--- src/rtl/bbg_pkg.sv ---
// Shared types and arithmetic helpers for the BBG baseband chain.
package bbg_pkg;

    // Active shaping mode; the raw 2-bit code 3 decodes to MODE_RECT.
    typedef enum logic [1:0] {
        MODE_RECT = 2'd0,
        MODE_FIR  = 2'd1,
        MODE_MUTE = 2'd2
    } mode_t;

    // Shaper sequencing states.
    typedef enum logic [1:0] {
        ST_IDLE  = 2'd0,
        ST_MAC   = 2'd1,
        ST_ROUND = 2'd2
    } state_t;

    // Arithmetic right shift by sh (sh >= 1), rounding half up.
    function automatic logic signed [63:0] round_shr(input logic signed [63:0] x, input int sh);
        logic signed [63:0] half;
        half = 64'sd1 <<< (sh - 1);
        return (x + half) >>> sh;
    endfunction

    // Clamp x into the two's complement range of a w-bit signed value.
    function automatic logic signed [63:0] sat_w(input logic signed [63:0] x, input int w);
        logic signed [63:0] hi;
        logic signed [63:0] lo;
        hi = (64'sd1 <<< (w - 1)) - 64'sd1;
        lo = -hi - 64'sd1;
        if (x > hi) begin
            return hi;
        end else if (x < lo) begin
            return lo;
        end else begin
            return x;
        end
    endfunction

    // Map the raw mode input onto the active-mode enum.
    function automatic mode_t decode_mode(input logic [1:0] m);
        mode_t r;
        case (m)
            2'd1:    r = MODE_FIR;
            2'd2:    r = MODE_MUTE;
            default: r = MODE_RECT;
        endcase
        return r;
    endfunction

endpackage

--- src/rtl/bbg_mac_lane.sv ---
// One shaping lane: symbol delay line, sequential MAC accumulator and
// the final round/saturate/mode selection of the shaped sample.
module bbg_mac_lane
    import bbg_pkg::*;
#(
    parameter int W        = 16,
    parameter int CW       = 16,
    parameter int SYM_SPAN = 5,
    parameter int SELW     = (SYM_SPAN > 1) ? $clog2(SYM_SPAN) : 1
) (
    input  logic                 clk,
    input  logic                 rst,
    input  logic                 shift_en,
    input  logic                 clear_line,
    input  logic signed [W-1:0]  din,
    input  logic                 mac_en,
    input  logic                 mac_first,
    input  logic [SELW-1:0]      mac_sel,
    input  logic signed [CW-1:0] tap,
    input  mode_t                act_mode,
    output logic signed [W-1:0]  result
);

    localparam int ACCW = W + CW + $clog2(SYM_SPAN);

    logic signed [W-1:0]      sym [SYM_SPAN];
    logic signed [W-1:0]      sym_sel;
    logic signed [W+CW-1:0]   prod;
    logic signed [ACCW-1:0]   acc;
    logic signed [63:0]       acc_ext;
    logic signed [W-1:0]      fir_val;

    assign sym_sel = sym[mac_sel];
    assign prod    = sym_sel * tap;
    assign acc_ext = 64'(acc);
    assign fir_val = W'(sat_w(round_shr(acc_ext, CW - 2), W));

    // Delay line: new symbol enters at index 0; a mode change flushes older symbols.
    always_ff @(posedge clk or posedge rst) begin
        if (rst) begin
            for (int k = 0; k < SYM_SPAN; k++) begin
                sym[k] <= '0;
            end
        end else if (shift_en) begin
            sym[0] <= din;
            for (int k = 1; k < SYM_SPAN; k++) begin
                sym[k] <= clear_line ? '0 : sym[k-1];
            end
        end
    end

    // Accumulator: restarts on the first MAC step, adds one product per clock.
    always_ff @(posedge clk or posedge rst) begin
        if (rst) begin
            acc <= '0;
        end else if (mac_en) begin
            acc <= (mac_first ? '0 : acc) + ACCW'(prod);
        end
    end

    // Select the shaped value for the active mode.
    always_comb begin
        result = '0;
        case (act_mode)
            MODE_FIR:  result = fir_val;
            MODE_MUTE: result = '0;
            default:   result = sym[0];
        endcase
    end

endmodule

--- src/rtl/bbg_shaper_mod.sv ---
// I/Q baseband shaper and upconverter: sequencing FSM, phase counter,
// shared tap RAM, two MAC lanes and the LO mixer.
module bbg_shaper_mod
    import bbg_pkg::*;
#(
    parameter int W        = 16,
    parameter int CW       = 16,
    parameter int OSR      = 8,
    parameter int SYM_SPAN = 5
) (
    input  logic                               clk,
    input  logic                               rst,
    input  logic                               cke,
    input  logic                               den,
    input  logic [1:0]                         mode,
    input  logic signed [W-1:0]                i_in,
    input  logic signed [W-1:0]                q_in,
    input  logic signed [W-1:0]                lo_i,
    input  logic signed [W-1:0]                lo_q,
    input  logic                               coef_we,
    input  logic [$clog2(SYM_SPAN*OSR)-1:0]    coef_addr,
    input  logic signed [CW-1:0]               coef_data,
    input  logic                               ovr_clr,
    output logic signed [W-1:0]                i_out,
    output logic signed [W-1:0]                q_out,
    output logic                               dvalid,
    output logic signed [W-1:0]                mod_out,
    output logic                               mvalid,
    output logic                               busy,
    output logic                               ovr
);

    localparam int NTAP = SYM_SPAN * OSR;
    localparam int AW   = $clog2(NTAP);
    localparam int PW   = (OSR > 1) ? $clog2(OSR) : 1;
    localparam int CNTW = (SYM_SPAN > 1) ? $clog2(SYM_SPAN) : 1;

    // Power-up tap content: unity impulse at the centre symbol, phase 0.
    function automatic logic [NTAP*CW-1:0] tap_init();
        logic [NTAP*CW-1:0] r;
        r = '0;
        r[((SYM_SPAN / 2) * OSR) * CW +: CW] = {{(CW-1){1'b0}}, 1'b1} << (CW - 2);
        return r;
    endfunction

    localparam logic [NTAP*CW-1:0] TAP_INIT = tap_init();

    logic [NTAP-1:0][CW-1:0] taps = TAP_INIT;

    state_t                 state;
    logic [CNTW-1:0]        cnt;
    logic [PW-1:0]          phase;
    mode_t                  act_mode;
    mode_t                  new_mode;
    logic                   shift_en;
    logic                   clear_line;
    logic                   mac_en;
    logic                   mac_first;
    logic [AW-1:0]          rd_addr;
    logic signed [CW-1:0]   tap_rd;
    logic signed [W-1:0]    lane_i;
    logic signed [W-1:0]    lane_q;
    logic signed [2*W-1:0]  p_i;
    logic signed [2*W-1:0]  p_q;
    logic signed [2*W:0]    mix;
    logic signed [W-1:0]    mod_val;

    assign new_mode   = decode_mode(mode);
    assign shift_en   = (state == ST_IDLE) && cke && den;
    assign clear_line = shift_en && (new_mode != act_mode);
    assign mac_en     = (state == ST_MAC);
    assign mac_first  = (cnt == '0);
    assign rd_addr    = AW'(cnt) * AW'(OSR) + AW'(phase);
    assign tap_rd     = taps[rd_addr];

    // Tap RAM write port; the combinational read sees the pre-write value this cycle.
    always_ff @(posedge clk) begin
        if (coef_we && ({1'b0, coef_addr} < (AW+1)'(NTAP))) begin
            taps[coef_addr] <= coef_data;
        end
    end

    bbg_mac_lane #(.W(W), .CW(CW), .SYM_SPAN(SYM_SPAN), .SELW(CNTW)) u_lane_i (
        .clk        (clk),
        .rst        (rst),
        .shift_en   (shift_en),
        .clear_line (clear_line),
        .din        (i_in),
        .mac_en     (mac_en),
        .mac_first  (mac_first),
        .mac_sel    (cnt),
        .tap        (tap_rd),
        .act_mode   (act_mode),
        .result     (lane_i)
    );

    bbg_mac_lane #(.W(W), .CW(CW), .SYM_SPAN(SYM_SPAN), .SELW(CNTW)) u_lane_q (
        .clk        (clk),
        .rst        (rst),
        .shift_en   (shift_en),
        .clear_line (clear_line),
        .din        (q_in),
        .mac_en     (mac_en),
        .mac_first  (mac_first),
        .mac_sel    (cnt),
        .tap        (tap_rd),
        .act_mode   (act_mode),
        .result     (lane_q)
    );

    // Sequencer: accept strobes in IDLE, run SYM_SPAN MAC steps, then publish.
    always_ff @(posedge clk or posedge rst) begin
        if (rst) begin
            state    <= ST_IDLE;
            cnt      <= '0;
            phase    <= '0;
            act_mode <= MODE_RECT;
            busy     <= 1'b0;
            dvalid   <= 1'b0;
            i_out    <= '0;
            q_out    <= '0;
            ovr      <= 1'b0;
        end else begin
            dvalid <= 1'b0;
            if (cke && busy) begin
                ovr <= 1'b1;
            end else if (ovr_clr) begin
                ovr <= 1'b0;
            end
            case (state)
                ST_IDLE: begin
                    if (cke) begin
                        state <= ST_MAC;
                        busy  <= 1'b1;
                        cnt   <= '0;
                        if (den) begin
                            phase    <= '0;
                            act_mode <= new_mode;
                        end else if (phase != PW'(OSR - 1)) begin
                            phase <= phase + PW'(1);
                        end
                    end
                end
                ST_MAC: begin
                    if (cnt == CNTW'(SYM_SPAN - 1)) begin
                        state <= ST_ROUND;
                    end else begin
                        cnt <= cnt + CNTW'(1);
                    end
                end
                ST_ROUND: begin
                    i_out  <= lane_i;
                    q_out  <= lane_q;
                    dvalid <= 1'b1;
                    busy   <= 1'b0;
                    state  <= ST_IDLE;
                end
                default: begin
                    state <= ST_IDLE;
                    busy  <= 1'b0;
                end
            endcase
        end
    end

    assign p_i     = i_out * lo_i;
    assign p_q     = q_out * lo_q;
    assign mix     = $signed({p_i[2*W-1], p_i}) + $signed({p_q[2*W-1], p_q});
    assign mod_val = W'(sat_w(round_shr(64'(mix), W - 1), W));

    // Mixer output register, one clock behind the shaped I/Q.
    always_ff @(posedge clk or posedge rst) begin
        if (rst) begin
            mod_out <= '0;
            mvalid  <= 1'b0;
        end else begin
            mvalid <= dvalid;
            if (dvalid) begin
                mod_out <= mod_val;
            end
        end
    end

endmodule

--- config.mk ---
export PLATFORM = sky130hd
export DESIGN_NAME = bbg_shaper_mod
export DESIGN_NICKNAME = d
export VERILOG_FILES = /design/src/rtl/bbg_pkg.sv /design/src/rtl/bbg_mac_lane.sv /design/src/rtl/bbg_shaper_mod.sv
export SDC_FILE = /design/constraint.sdc
export NUM_CORES = 2
export LEC_CHECK = 0
export ABC_AREA = 1
export CORE_ASPECT_RATIO = 1.75
export CORE_MARGIN = 1.5
export CORE_UTILIZATION = 25
export CTS_BUF_LIST = sky130_fd_sc_hd__clkbuf_2
export DETAILED_ROUTE_END_ITERATION = 10
export MAX_ROUTING_LAYER = met4
export REMOVE_ABC_BUFFERS = 1
export SETUP_SLACK_MARGIN = 0.5
export SYNTH_ARGS = -nofsm -noshare
export SYNTH_HDL_FRONTEND = slang
export SYNTH_SLANG_ARGS = --single-unit
--- constraint.sdc ---
create_clock -name clk -period 12 [get_ports clk]
set_input_delay 1.2 -clock clk [delete_from_list [all_inputs] [get_ports clk]]
set_output_delay 1.2 -clock clk [all_outputs]
set_load 0.02 [all_outputs]
==> out/metrics.yaml <==
grt_pass1_wl_mm: 407
wl_per_cell_um: 19.0
rrSetupSlack_ps: 1080
synth_adder_area_share: 0.321
hold_violations: 0
grt_overflow: 0
dpl.hpwl_mm: 203
worstPathMaxFanout: 136
clock-sinks: 932
avgSynthCellArea_um2: 9.07
cts_buffers: 239
antenna_found_initial: 16
die_area_um2: 343000
ff2ff_path_depth: 40
cts_root_buf: "clkbuf_2"
die_w_um: 443
drv_slew: 0
synth-simple-area-share: 0.146
drc_errors: 0
num-fill-cells: 36200
cp.required_ps: 13250
startpoint: "phase[0]"
cts_htree_levels: 4
cp-start-kind: "flop"
async_reset_ff_frac: 0.313
synthXorXnorAreaFrac: 0.0154
yosysWarningCount: 0
hold_path.class: "in -> async"
io_pins: 146
synth_cell_types: 63
clkTransAtPathRegs_ps: 120
yosysTopAreaCellShare: 0.264
grt_pass1_vias: 69200
setup-violations-final: 0
io_buffer_count: 145
cts_tree: "yes"
synthCells: 9355
rr_startpoint: "phase[0]"
yosysTopAreaCell: "fa_1"
start_util: 0.252
crit_type: "reg -> reg"
post-synth-top-count-cell: "inv_1"
cap_violations: 0
worst_pin_slew_ps: 1170
fin_crit_sh: 0.910
cp_num_buf_inv: 8
synthFlopType: "edfxtp_1"
finalCriticalPeriod_ps: 10920
synth-seq-area-share: 0.313
synth_compound_area_frac: 0.0877
synthMuxAreaShare: 0
grt_util_all_layers: 0.160
slowest_stage: "dfrtp_4"
synth-edff-count: 640
totalWireLength_mm: 268
cpPeakStageDelay_ps: 800
arrival_ps: 12170
num-nets-final: 11100
vias: 64800
ys_ff_latch: 932
first_iter_violations: 4057
vias_per_cell: 4.60
synthTopCellsByCount: "inv_1, nand2_1, fa_1, nor2_1, edfxtp_1"
synth_area_um2: 84800
coreArea_um2: 337000
rsz0062_at_grt: "false"
fp-row-count: 282
grt_max_degree: 160
fp.dieH_um: 774
run_status: "finished clean"
cp_top_family: "adder cells"
clk_latency_ps: 1710
syn_to_final_growth_pct: 9.92
place.gp.congestion: 0.954
max_freq_mhz: 91.6
cts_buffer_depth: 4
reg2reg_to: "u_lane_i.acc[28]"
relSlewSlack: 0.218
drt.antenna.violating_nets: 0
fin_util: 0.276
synth_top_family_by_area: "adder cells"
first_pass_iters: 6
endpoint_kind: "flop"
path_common_cell: "nand2_1"
synth.top_cells.by_area: "fa_1, edfxtp_1, inv_1"
worst_clock_skew_ps: 322
layout-drive-gt1-share: 0.0789
-- state kept, by name, summed over array words and instances (netlist names) --
name          count
ovr               1
mod_out          16
taps            640
act_mode          2
busy              1
mvalid            1
cnt               3
dvalid            1
phase             3
i_out            16
state             2
u_lane_q.acc     35
u_lane_q.sym     80
u_lane_i.acc     35
q_out            16
u_lane_i.sym     80
-- cells by family (layout without fill, tap and decap cells) --
family	Yosys count	in the layout
AOI/OAI and AO/OA	1293	1293
xor gates and xnor gates	149	149
adders and majority gates	1508	1508
buffers and inverters	2465	2775
DFF	932	932
other	0	18
and+or+nand+nor	3008	3008
-- repair_timing --
| item | CTS | global route |
|---|---|---|
| hold buffers | 1 | 0 |
| gates resized for setup | 0 | 4 |
| endpoints found under the setup margin | 0 | 1 |
| hold endpoints to repair | 1 | 0 |
| buffers inserted | 0 | 1 |
-- layout make-up --
type,instances,area (um^2),share of cell area
antenna,18,45.0,0.000483
clock buffer,343,1720,0.0184
clock inverter,57,317,0.00339
inverter,2049,7720,0.0828
multi-input combinational,5958,48400,0.520
sequential,932,26500,0.285
tap,4402,5510,0.0591
timing repair buffer,326,2950,0.0317
-- placed cells by master (no fill, tap or decap), types with 12 or more instances in the layout --
| master | count |
|---|---|
| edfxtp_1 | 640 |
| xnor2_1 | 47 |
| xor2_1 | 102 |
| a21oi_2 | 14 |
| o22ai_1 | 211 |
| buf_4 | 168 |
| o21ai_0 | 551 |
| a21o_1 | 21 |
| a21oi_1 | 258 |
| ha_1 | 389 |
| nand3_2 | 12 |
| or2_2 | 30 |
| nand2_2 | 45 |
| nand3_1 | 301 |
| inv_1 | 1998 |
| clkinv_1 | 45 |
| o221ai_1 | 82 |
| nor2_2 | 36 |
| dfrtp_1 | 287 |
| o21ai_1 | 53 |
| o211ai_1 | 39 |
| nand2_1 | 1496 |
| clkbuf_2 | 343 |
| nand4_1 | 32 |
| inv_2 | 41 |
| nor3_1 | 32 |
| o21bai_1 | 14 |
| nor2_1 | 962 |
| fa_1 | 1119 |
| diode_2 | 18 |
| nand3b_1 | 19 |
| clkdlybuf4s50_1 | 145 |
-- metrics by stage --
stage / TNS [ps] / hold slack (ps) / setup slack, ps / std cells / area, um^2
final: 0 / 42.5 / 1080 / 14100 / 93300
after global placement: 0 / 466 / 1130 / 13700 / 91100
after floorplan: -101070 / 453 / -2430 / 8939 / 82600
after global routing: 0 / 34.8 / 529 / 14100 / 93200
after CTS: 0 / 3.90 / 734 / 14100 / 93200
after detailed placement: 0 / 476 / 1120 / 13700 / 91100
-- metal layers --
layer  vias to the layer above  GRT usage  share of wire
met4                         0      0.102          0.075
met5                         -          -              0
met3                       907     0.0238          0.056
met1                     32100      0.159           0.35
li1                      29500          -              -
met2                      2233      0.289           0.52
-- worst max-delay path by stage --
stage | endpoint | slack (ps) | cells past startpoint
after CTS | u_lane_i.acc[28] | 730 | 39
after detailed placement | u_lane_i.acc[28] | 1120 | 39
after global routing | u_lane_i.acc[28] | 530 | 40
final | u_lane_i.acc[28] | 1080 | 40
after global placement | u_lane_i.acc[28] | 1130 | 39
after floorplan | u_lane_i.acc[29] | -2430 | 39
Power is left out: the tool's default activity adds up to more than one toggle a clock period on the data nets, which glitch-free logic cannot reach.
